**config.mk**
```make
export PLATFORM = sky130hd
export DESIGN_NAME = instr_sequencer_flat
export DESIGN_NICKNAME = d
export VERILOG_FILES = /design/src/rtl/instr_sequencer_pkg.sv /design/src/rtl/instr_sequencer_if.sv /design/src/rtl/instr_sequencer_prog_mem.sv /design/src/rtl/instr_sequencer.sv /design/src/flat_wrapper.sv
export SDC_FILE = /design/constraint.sdc
export NUM_CORES = 1
export LEC_CHECK = 0
export ABC_AREA = 1
export BUFFER_PORTS_ARGS = -buffer_cell sky130_fd_sc_hd__buf_2
export CORE_MARGIN = 2
export CORE_UTILIZATION = 60
export DETAILED_ROUTE_END_ITERATION = 12
export PLACE_DENSITY = 0.78
export SYNTH_ARGS = -nofsm -noshare
export SYNTH_HDL_FRONTEND = slang
export SYNTH_SLANG_ARGS = --single-unit
```
**constraint.sdc**
```tcl
create_clock -name clk -period 2.5 [get_ports clk]
set_clock_uncertainty 0.05 [all_clocks]
set_input_delay 0.25 -clock clk [delete_from_list [all_inputs] [get_ports clk]]
set_output_delay 0.25 -clock clk [all_outputs]
set_load 0.05 [all_outputs]
```
**src/rtl/instr_sequencer_pkg.sv**
```systemverilog
// seq_pkg: shared constants, opcodes and state type for the program sequencer
package seq_pkg;
    localparam int DEPTH   = 16;
    localparam int ADDR_W  = 4;
    localparam int OP_W    = 4;
    localparam int DATA_W  = 8;
    localparam int WORD_W  = OP_W + DATA_W;
    localparam int OP_LSB  = DATA_W;
    localparam int OP_MSB  = WORD_W - 1;
    localparam int IMM_MSB = DATA_W - 1;
    localparam logic [OP_W-1:0] HALT_OP = 4'hF;
    localparam logic [OP_W-1:0] IDLE_OP = 4'hA;
    typedef enum logic [OP_W-1:0] {
        CLR_ALL    = 4'd0,
        MOV_R1     = 4'd1,
        MOV_R2     = 4'd2,
        MOV_OUT_R2 = 4'd3,
        ADD        = 4'd4,
        LSL        = 4'd5,
        LSR        = 4'd6,
        AND        = 4'd7,
        ORR        = 4'd8,
        CMP        = 4'd9
    } opcode_e;
    typedef enum logic [1:0] {IDLE, RUN, DONE} state_e;
    localparam logic [WORD_W-1:0] HALT_WORD = {HALT_OP, {DATA_W{1'b0}}};
endpackage

```
**src/rtl/instr_sequencer_if.sv**
```systemverilog
// instr_sequencer_if: load/control inputs and issue outputs of the sequencer
interface instr_sequencer_if;
    import seq_pkg::*;
    logic                load_en;
    logic [ADDR_W-1:0]   load_addr;
    logic [WORD_W-1:0]   load_word;
    logic                start;
    logic                step_mode;
    logic                step;
    logic                halt_req;
    logic [OP_W-1:0]     instr_out;
    logic [DATA_W-1:0]   imm_out;
    logic                instr_valid;
    logic [ADDR_W-1:0]   pc;
    logic                busy;
    logic                done;
    modport master (
        output load_en, load_addr, load_word, start, step_mode, step, halt_req,
        input  instr_out, imm_out, instr_valid, pc, busy, done
    );
    modport slave (
        input  load_en, load_addr, load_word, start, step_mode, step, halt_req,
        output instr_out, imm_out, instr_valid, pc, busy, done
    );
endinterface

```
**src/rtl/instr_sequencer_prog_mem.sv**
```systemverilog
// prog_mem: program word array, synchronous write, asynchronous read, resets to HALT
module prog_mem
    import seq_pkg::*;
(
    input  logic              clk,
    input  logic              rst,
    input  logic              i_we,
    input  logic [ADDR_W-1:0] i_waddr,
    input  logic [WORD_W-1:0] i_wdata,
    input  logic [ADDR_W-1:0] i_raddr,
    output logic [WORD_W-1:0] o_rdata
);
    logic [WORD_W-1:0] r_mem [DEPTH];
    // reset fills every word with HALT so an unloaded program stops at once
    always_ff @(posedge clk) begin
        if (rst) begin
            for (int i = 0; i < DEPTH; i++) r_mem[i] <= HALT_WORD;
        end else if (i_we) begin
            r_mem[i_waddr] <= i_wdata;
        end
    end
    assign o_rdata = r_mem[i_raddr];
endmodule

```
**src/rtl/instr_sequencer.sv**
```systemverilog
// instr_sequencer: issues program words to the decoder in free-run or single-step mode
module instr_sequencer
    import seq_pkg::*;
(
    input  logic               clk,
    input  logic               rst,
    instr_sequencer_if.slave   bus
);
    state_e              r_state, w_next;
    logic [ADDR_W-1:0]   r_pc, w_pc_nxt;
    logic [OP_W-1:0]     r_instr, w_instr_nxt;
    logic [DATA_W-1:0]   r_imm, w_imm_nxt;
    logic                r_valid;
    logic [WORD_W-1:0]   w_word;
    logic [OP_W-1:0]     w_op;
    logic                w_adv, w_issue, w_end;

    prog_mem u_mem (
        .clk     (clk),
        .rst     (rst),
        .i_we    (bus.load_en && r_state != RUN),
        .i_waddr (bus.load_addr),
        .i_wdata (bus.load_word),
        .i_raddr (r_pc),
        .o_rdata (w_word)
    );

    assign w_op    = w_word[OP_MSB:OP_LSB];
    assign w_adv   = !bus.step_mode || bus.step;
    assign w_issue = r_state == RUN && !bus.halt_req && w_adv && w_op != HALT_OP;
    assign w_end   = bus.halt_req || (w_adv && (w_op == HALT_OP || r_pc == ADDR_W'(DEPTH - 1)));

    // state, pc and issue registers; outputs are registered toward the decoder
    always_ff @(posedge clk) begin
        if (rst) begin
            r_state <= IDLE;
            r_pc    <= '0;
            r_instr <= IDLE_OP;
            r_imm   <= '0;
            r_valid <= 1'b0;
        end else begin
            r_state <= w_next;
            r_pc    <= w_pc_nxt;
            r_instr <= w_instr_nxt;
            r_imm   <= w_imm_nxt;
            r_valid <= w_issue;
        end
    end

    // next state: start leaves IDLE/DONE, halt/HALT word/last address end RUN
    always_comb begin
        w_next = r_state;
        if (r_state != RUN) w_next = bus.start ? RUN : r_state;
        else                w_next = w_end ? DONE : RUN;
    end

    // next issue values: idle opcode and zero immediate whenever nothing is issued
    always_comb begin
        w_instr_nxt = w_issue ? w_op : IDLE_OP;
        w_imm_nxt   = w_issue ? w_word[IMM_MSB:0] : '0;
        w_pc_nxt    = (r_state != RUN && bus.start) ? '0 : (w_issue ? r_pc + 1'b1 : r_pc);
    end

    assign bus.instr_out   = r_instr;
    assign bus.imm_out     = r_imm;
    assign bus.instr_valid = r_valid;
    assign bus.pc          = r_pc;
    assign bus.busy        = r_state == RUN;
    assign bus.done        = r_state == DONE;
endmodule

```
**src/flat_wrapper.sv**
```systemverilog
// flat-port wrapper written by rule: the top's interface ports become plain ports
module instr_sequencer_flat import seq_pkg::*;
  (clk, rst, bus_load_en, bus_load_addr, bus_load_word, bus_start, bus_step_mode, bus_step, bus_halt_req, bus_instr_out, bus_imm_out, bus_instr_valid, bus_pc, bus_busy, bus_done);
  instr_sequencer_if bus_i ();
  input  logic clk;
  input  logic rst;
  input wire logic [$bits(bus_i.load_en)-1:0] bus_load_en;
  input wire logic [$bits(bus_i.load_addr)-1:0] bus_load_addr;
  input wire logic [$bits(bus_i.load_word)-1:0] bus_load_word;
  input wire logic [$bits(bus_i.start)-1:0] bus_start;
  input wire logic [$bits(bus_i.step_mode)-1:0] bus_step_mode;
  input wire logic [$bits(bus_i.step)-1:0] bus_step;
  input wire logic [$bits(bus_i.halt_req)-1:0] bus_halt_req;
  output wire logic [$bits(bus_i.instr_out)-1:0] bus_instr_out;
  output wire logic [$bits(bus_i.imm_out)-1:0] bus_imm_out;
  output wire logic [$bits(bus_i.instr_valid)-1:0] bus_instr_valid;
  output wire logic [$bits(bus_i.pc)-1:0] bus_pc;
  output wire logic [$bits(bus_i.busy)-1:0] bus_busy;
  output wire logic [$bits(bus_i.done)-1:0] bus_done;
  assign bus_i.load_en = bus_load_en;
  assign bus_i.load_addr = bus_load_addr;
  assign bus_i.load_word = bus_load_word;
  assign bus_i.start = bus_start;
  assign bus_i.step_mode = bus_step_mode;
  assign bus_i.step = bus_step;
  assign bus_i.halt_req = bus_halt_req;
  assign bus_instr_out = bus_i.instr_out;
  assign bus_imm_out = bus_i.imm_out;
  assign bus_instr_valid = bus_i.instr_valid;
  assign bus_pc = bus_i.pc;
  assign bus_busy = bus_i.busy;
  assign bus_done = bus_i.done;
  instr_sequencer u_core (.clk(clk), .rst(rst), .bus(bus_i));
endmodule
```
# Word-level counts from Yosys, hierarchy flattened
# Memories as Yosys holds them, arrays and structs flattened. A register that Yosys moved wholly into a read port is not among the register bits.
# Index checks and enable logic that the tools add are counted.
[classes]
add_sub_neg = 1
eq_ne = 7
mux = 13
bitwise_logic = 1
n_reduce_logical = 14
[op_table]
columns = ["op", "n"]
rows = [
  ["$mux 12", 1],
  ["$mux 4", 3],
  ["$reduce_or 12->1", 1],
  ["$eq 4x4->1 const B", 2],
  ["$logic_and 1x1->1", 6],
  ["$mux 1", 6],
  ["$mux 2", 3],
  ["$add 4x1->4 const B", 1],
  ["$ne 4x4->1 const B", 1],
  ["$reduce_or 2->1", 2],
  ["$logic_or 1x1->1", 3],
  ["$eq 2x1->1 const B", 1],
  ["$eq 2x2->1 const B", 1],
  ["$logic_not 1->1", 2],
  ["$ne 2x1->1 const B", 1],
  ["$ne 2x2->1 const B", 1],
  ["$not 1->1", 1],
]
[totals]
ff_bits = 19
mem_bits_rw = 192
memories = 1
[mem_list]
columns = ["name", "depth", "word_bits", "rd", "rd_clocked_by_memory_dff", "write_ports", "line_no", "rtl"]
rows = [
  ["u_core.u_mem.r_mem", 16, 12, 1, 1, 16, "instr_sequencer_prog_mem.sv:13", "logic [WORD_W-1:0] r_mem [DEPTH];"],
]

# Depth between registers and ports, before layout
# Gate-level depths: netlist of run 1.
[logic_depth]
ltp_word = 7
depth_mapped = 15
mapped_depth_nobuf = 13

# Hierarchy
# From an unflattened synthesis of run 1, not the netlist that was laid out.
[unflattened]
hier_cells = 1161
hier_area_um2 = 10171.0
[by_module_without_submodules]
columns = ["mod", "n_inst", "cells_each", "area_per_inst_um2", "seq_area_each_um2"]
rows = [
  ["prog_mem", 1, 1059, 9384.0, 5765.5],
  ["instr_sequencer", 1, 102, 787.0, 380.4],
]

# Worst setup path before layout of run 1
# OpenSTA, ideal clock, no wires.
[synth_timing]
kind = "reg2reg"
start = "register u_core.r_state[1]"
end = "memory u_core.u_mem.r_mem[11][0] (netlist name) (enable)"
arrival_time_ns = 1.502
path_slack_ns = 0.597
path_stages_with_launch = 9
path_buffers = 0
path_cell_list = "dfxtp_1 -> inv_1 -> nand2_1 -> nand3_1 -> nor3_1 -> inv_1 -> nor2_1 -> clkinv_1 -> nand2_1"
[synth_rtl]
columns = ["item", "line_no", "rtl"]
rows = [
  ["start: declaration", "instr_sequencer.sv:9", "state_e r_state, w_next;"],
  ["start signal: assignment", "instr_sequencer.sv:42", "r_state <= w_next;"],
  ["end: declaration", "instr_sequencer_prog_mem.sv:13", ""],
]

==> impl_metrics.csv, run 1 <==
group,metric,value,unit
outcome,status,"finished, final reports clean",
pwr,share_seq_of_total_power,53.9,%
yosys,synth_cell_type_count,29,
setup_path,crit_chain,"dlygate4sd3_1, buf_2, clkinv_1, nand3_1, inv_1, nand3_1, nor2_1, clkinv_1, nand2_1",
floorplan,total_die_area,16800,um^2
global_route,grt_use_total,27.1,%
pwr,power-per-cell-area,702,nW/um^2
pwr,p_leak,4.30,nW
yosys,synth_warnings,0,
routing,route.detailed.vias_per_inst,5.71,
yosys,syn-instance-count,948,
setup_path,cp_data_required_time,2.60,ns
finish,antennaDiodeCount,0,
place,place.detailed.hpwl,14600,um
clock_network,htree_num_levels,1,
setup_path,arrival,2.35,ns
finish,final_design_area_no_fill,10700,um^2
global_route,number_of_global_route_vias_before_repair,6792,
global_route,grt_start_max_net_pins,40,
pwr,p_total,7.49,mW
timing,timing.final.crit_period,2.25,ns
timing,number_of_setup_violations_in_the_final_report,0,
place,gpl.final_weighted_congestion,0.939,
clock_network,clock_tree_from_tritoncts,"built",
finish,synthToLayoutAreaGrowth,12.6,%
global_route,grt_overflow_total,0,
timing,finalHoldViolCount,0,
finish,layout.cells.non_filler,1231,
setup_path,critPathMaxFanout,12,
setup_path,end_kind,"flip-flop",
routing,drt_pass1_iterations,5,
routing,ant_nets,0,
setup_path,cp-start-kind,"input port",
clock_network,clkTransAtPathRegs,0.06,ns
floorplan,die-height,130,um
pwr,switchingPower,1.69,mW
clock_network,cts_root_buffer,"clkbuf_16",
finish,regArea,6230,um^2
yosys,mappedNetlistNets,972,
finish,n_fill_cell,1151,
global_route,wire_length_of_the_first_global_routing_pass,35200,um
setup_path,timing.critical_path.slowest_cell_delay,0.56,ns
place,pre_cts_slack,0.310,ns
pwr,share_comb_of_total_power,5.8,%
clock_network,cts.sink_count,215,
place,place.detailed.instances,1190,
clock_network,cts_inserted_buffers,22,
yosys,synth_seq_cells,215,
routing,drt-total-wl,22100,um
floorplan,floorplan.io_pins,42,
timing,worst_pin_slew,0.716,ns
pwr,worst_ir_drop_vdd,0.599,mV
place,placedInstanceArea,9990,um^2
place,buffer_ports.inserted,41,
setup_path,cpMaxStageDelayCell,"dlygate4sd3_1",
finish,drive_above_1_share,13.1,%
worst_hold_path,hp-class,"in2reg",
pwr,int_pwr,5.80,mW
clock_network,worst_skew_pair_latency,0.51,ns
floorplan,die-width,130,um
pwr,p_sw_share,22.6,%
timing,max-slew-margin-rel,52.2,%
clock_network,cts_post_setup_buffers_inserted,0,
routing,wire_length_per_cell,17.9,um
timing,fin_ws,0.246,ns
timing,fmaxAchievable,444,MHz
clock_network,clock_tree.buffer_depth,3,
pwr,clock_power_share,40.3,%
routing,post-route-drc-count,0,
timing,maxSlewViolCount,0,
yosys,yosysSeqAreaShare,65.7,%
timing,grt_setup_unrepaired,"no",
timing,fin_tns_setup,0,ns
finish,nets,1029,
routing,drt_iter0_drc,758,
floorplan,initial_utilization,61.9,%
routing,num_vias,7033,
flow_run,drv_cap,0,
yosys,synthesis.area,9480,um^2
timing,min_period_over_period,90.2,%
floorplan,coreArea,15300,um^2
setup_path,path_class,"in2reg",
global_route,initial_antenna_violation_count,0,
finish,multi_input_area,2680,um^2
floorplan,row_count,45,
yosys,synth.avg_cell_area,10.0,um^2
## power groups by stage
stage	combinational (mW)	sequential, mW	clock (mW)
final	0.435	4.04	3.02
after global placement	0.417	4.11	0
after CTS	0.431	4.04	3.04
after floorplan	0.283	4.11	0
after global routing	0.477	4.05	3.19
after detailed placement	0.426	4.11	0
## per-stage QoR
step,utilization [%],hold slack (ns)
6_report,69.7,0.0279
5_1_grt,69.7,0.0566
4_1_cts,69.7,0.0115
3_5_place_dp,65.3,0.408
3_3_place_gp,65.3,0.403
2_1_floorplan,-,0.269
## cell type report
type	count	area share, %
clock inverters	9	0.528
inverters	77	2.75
flip-flops and latches	215	58.3
multi-input cells	604	25.1
well taps	211	2.47
repair buffers	85	5.18
clock buffers	30	5.63
## registers in the layout (all words and copies together) (netlist names), named ones only
signal,flops
u_core.u_mem.r_mem,192
u_core.bus.imm_out,8
u_core.bus.instr_out,4
u_core.bus.pc,4
u_core.r_state,2
u_core.bus.instr_valid,1
## worst paths after layout
kind,from,slack (ns),cells past startpoint,to
setup reg to reg,u_core.r_state[1],0.26,8,u_core.u_mem.r_mem[12][6]
hold reg to reg,u_core.bus.pc[2],0.50,2,u_core.bus.pc[2]
hold / removal,bus_halt_req,0.03,4,u_core.r_state[0]
setup / recovery,rst,0.25,9,u_core.u_mem.r_mem[12][6]
## per-layer routing
layer  track usage (%)  routed length [um]  share of wire (%)  vias to the layer above
met5                 0                   0                  0                        -
met4              10.3                 539                2.4                        0
met3              4.22                1910                8.7                       53
met2              45.2               10800                 49                      362
met1              36.5                8850                 40                     3318
li1                  -                   -                  -                     3300
## what timing repair did
action,in CTS,in global routing
resized for setup,0,1
hold endpoints to repair,2,0
hold buffers,2,0
setup endpoints to repair,0,12
## logic make-up after synthesis
group,after synthesis,share of synthesized area [%]
XOR/XNOR,2,0.185
flip-flops,215,65.7
adder cells (fa/ha/maj),1,0.132
buffers and inverters,129,6.10
AO/OA/AOI/OAI,125,8.08
AND/OR/NAND/NOR,476,19.8
## critical path, delay by kind of cell
family	cells	cell delay (ns)
simple gates	4	1.06
buf+inv	5	1.04
## cells in the mapped netlist
cell type  instances  area share [%]
or2_2              1           0.066
inv_1             56             2.2
dfxtp_1           23             4.9
o21ai_1            4            0.21
nand2_2            2            0.13
inv_4              2            0.13
nand3_1           55             2.9
buf_12             1            0.21
buf_2             13            0.69
a21oi_1            6            0.32
clkbuf_1          29             1.1
buf_6              6            0.71
xor2_1             1           0.092
o21ai_0           73             3.9
xnor2_1            1           0.092
clkinv_1          18            0.71
o21ai_4            1            0.17
nor2_1           235             9.3
nand2_1          179             7.1
edfxtp_1         192              61
nor3_1             2            0.11
nand3_2            1            0.11
a21oi_2            9            0.83
o221ai_1          22             2.0
buf_4              3            0.24
o22ai_1           10            0.66
inv_2              1           0.040
ha_1               1            0.13
nand2_4            1            0.12
## cells in the final DEF (no fill, tap or decap), types with 2 or more instances in the layout
cell type	n
clkinv_2	5
clkbuf_8	2
dlygate4sd3_1	2
o221ai_1	22
nand3_1	55
buf_2	41
inv_4	2
nor3_1	2
o21ai_0	73
o22ai_1	10
a21oi_2	9
edfxtp_1	192
nor2_1	235
inv_1	56
dfxtp_1	22
nand2_1	178
nand2_2	3
o21ai_1	4
a21oi_1	6
clkbuf_16	22
clkinv_1	20
clkbuf_1	6
buf_4	41
(Power assumes the default switching activity.)
==> inputs of run 2 (changes only) <==
Clock period 2.5 ns to 2.8 ns, I/O delays scaled along.
==> run 2 against run 1 <==
Global-route usage increased by 0.69 points. Cell area is 0.68% lower. Register-to-register slack better by 0.22 ns. Flip-flop and latch count did not move. Setup slack improved by 0.20 ns. Final cell count is 0.89% lower. Worst hold slack improved by 0.011 ns. Wire length is 3.7% higher. Combinational power shrank 9.4%. Clock power is 8.6% lower. Via count up 0.92%. Count of clock-buffer cells in the layout shrank 2. Critical path type unchanged. Critical endpoint is now u_core.u_mem.r_mem[2][9].
==> impl_metrics.csv, run 2 (synthesized netlist as in run 1, its figures left out) <==
group,metric,value,unit
floorplan,coreArea,15300,um^2
pwr,p_leak,4.26,nW
timing,number_of_setup_violations_in_the_final_report,0,
timing,fmaxAchievable,425,MHz
finish,regMostFlops,"u_core.u_mem.r_mem",
pwr,power-per-cell-area,637,nW/um^2
floorplan,die-height,130,um
clock_network,clkTransAtPathRegs,0.06,ns
timing,maxSlewViolCount,0,
setup_path,path_class,"in2reg",
flow_run,drv_cap,0,
finish,regArea,6230,um^2
pwr,worst_ir_drop_vdd,0.378,mV
place,gpl.final_weighted_congestion,0.836,
clock_network,cts.sink_count,215,
global_route,grt_use_total,27.8,%
place,buffer_ports.inserted,41,
clock_network,clock_tree_from_tritoncts,"built",
setup_path,end_kind,"flip-flop",
routing,drt_pass1_iterations,6,
global_route,number_of_global_route_vias_before_repair,6797,
finish,final_common_cell,"nor2_1",
setup_path,arrival,2.45,ns
finish,multi_input_area,2680,um^2
floorplan,row_count,45,
worst_hold_path,hp-class,"in2reg",
floorplan,floorplan.io_pins,42,
finish,layout.cells.non_filler,1220,
timing,fin_tns_setup,0,ns
timing,timing.final.crit_period,2.35,ns
routing,drt_iter0_drc,984,
global_route,initial_antenna_violation_count,0,
timing,max-slew-margin-rel,52.0,%
setup_path,cp-start-kind,"input port",
floorplan,initial_utilization,61.9,%
finish,n_fill_cell,1169,
global_route,wire_length_of_the_first_global_routing_pass,35700,um
finish,layout.cells.most_common_list,"nor2_1, edfxtp_1, nand2_1",
clock_network,cts_post_setup_buffers_inserted,0,
timing,min_period_over_period,84.0,%
setup_path,critPathMaxFanout,12,
routing,post-route-drc-count,0,
finish,nets,1019,
timing,grt_setup_unrepaired,"no",
place,place.detailed.instances,1181,
timing,finalHoldViolCount,0,
routing,wire_length_per_cell,18.8,um
routing,route.detailed.vias_per_inst,5.82,
global_route,grt_start_max_net_pins,97,
global_route,grt_overflow_total,0,
finish,drive_above_1_share,12.1,%
routing,ant_nets,0,
clock_network,htree_num_levels,1,
place,place.detailed.hpwl,14500,um
outcome,status,"finished, final reports clean",
routing,num_vias,7098,
clock_network,cts_root_buffer,"clkbuf_16",
floorplan,die-width,130,um
clock_network,clock_tree.buffer_depth,3,
setup_path,cp_data_required_time,2.89,ns
clock_network,cts_inserted_buffers,22,
timing,worst_pin_slew,0.719,ns
floorplan,total_die_area,16800,um^2
finish,largest_register_ffs,192,
finish,antennaDiodeCount,0,
finish,synthToLayoutAreaGrowth,11.8,%
routing,drt-total-wl,22900,um
clock_network,worst_skew_pair_latency,0.50,ns
[run 2: cell types whose count changed in the layout (fill, tap and decap cells not counted), sizes merged]
cell,change
clkbuf,-2
clkinv,+1
bufinv,+1
buf,-9
dlygate4sd3,-1
clkinvlp,-1
[run 2: layout make-up]
cell class,instances,share of cell area (%)
repair buffers,75,4.49
well taps,211,2.49
clock inverters,10,0.661
clock buffers,28,5.61
flip-flops and latches,215,58.7
multi-input cells,604,25.2
inverters,77,2.77
[run 2: layer usage]
metal,wire length (um),GRT usage (%),vias up
li1,-,-,3270
met1,8890,37.3,3427
met2,11600,47.6,349
met3,1910,4.35,52
met4,495,8.22,0
met5,0,0,-
[run 2: critical path, stage by stage]
cell,delay (ns)
dlygate4sd3_1,0.53
buf_2,0.14
clkinv_1,0.06
nand3_1,0.10
inv_1,0.10
nand3_1,0.17
nor2_1,0.31
clkinv_1,0.30
nand2_1,0.46
[run 2: stage by stage]
stage | setup slack (ns) | power (mW) | utilization (%) | instance area [um^2] | hold WS, ns
finish | 0.448 | 6.75 | 69.2 | 10600 | 0.0386
CTS | 0.466 | 6.75 | 69.2 | 10600 | 0.0318
floorplan | 0.885 | 3.93 | - | 9480 | 0.299
global placement | 0.606 | 4.04 | 64.8 | 9930 | 0.423
global route | 0.201 | 6.93 | 69.2 | 10600 | 0.0512
detailed placement | 0.507 | 4.06 | 64.8 | 9930 | 0.426
[run 2: repair_timing]
| action | CTS | global route |
|---|---|---|
| gates resized for setup | 0 | 0 |
| endpoints found under the hold margin | 1 | 0 |
| endpoints found under the setup margin | 0 | 0 |
| hold buffers | 1 | 0 |
[run 2: path summary, 6_finish.rpt]
kind	to	slack (ns)	cells past startpoint	startpoint
worst max-delay path	u_core.u_mem.r_mem[2][9]	0.45	9	rst
worst max register to register	u_core.u_mem.r_mem[2][9]	0.48	8	u_core.r_state[1]
worst min-delay path	u_core.r_state[1]	0.04	3	bus_start
worst min register to register	flip-flop	0.49	2	u_core.bus.pc[2]
[run 2: report_power, final]
group / leakage [nW] / internal [mW] / total [mW] / switching [mW]
clock: 0.329 / 1.58 / 2.76 / 1.17
sequential: 2.10 / 3.58 / 3.60 / 0.0271
combinational: 1.82 / 0.0920 / 0.394 / 0.302
total: 4.26 / 5.25 / 6.75 / 1.50
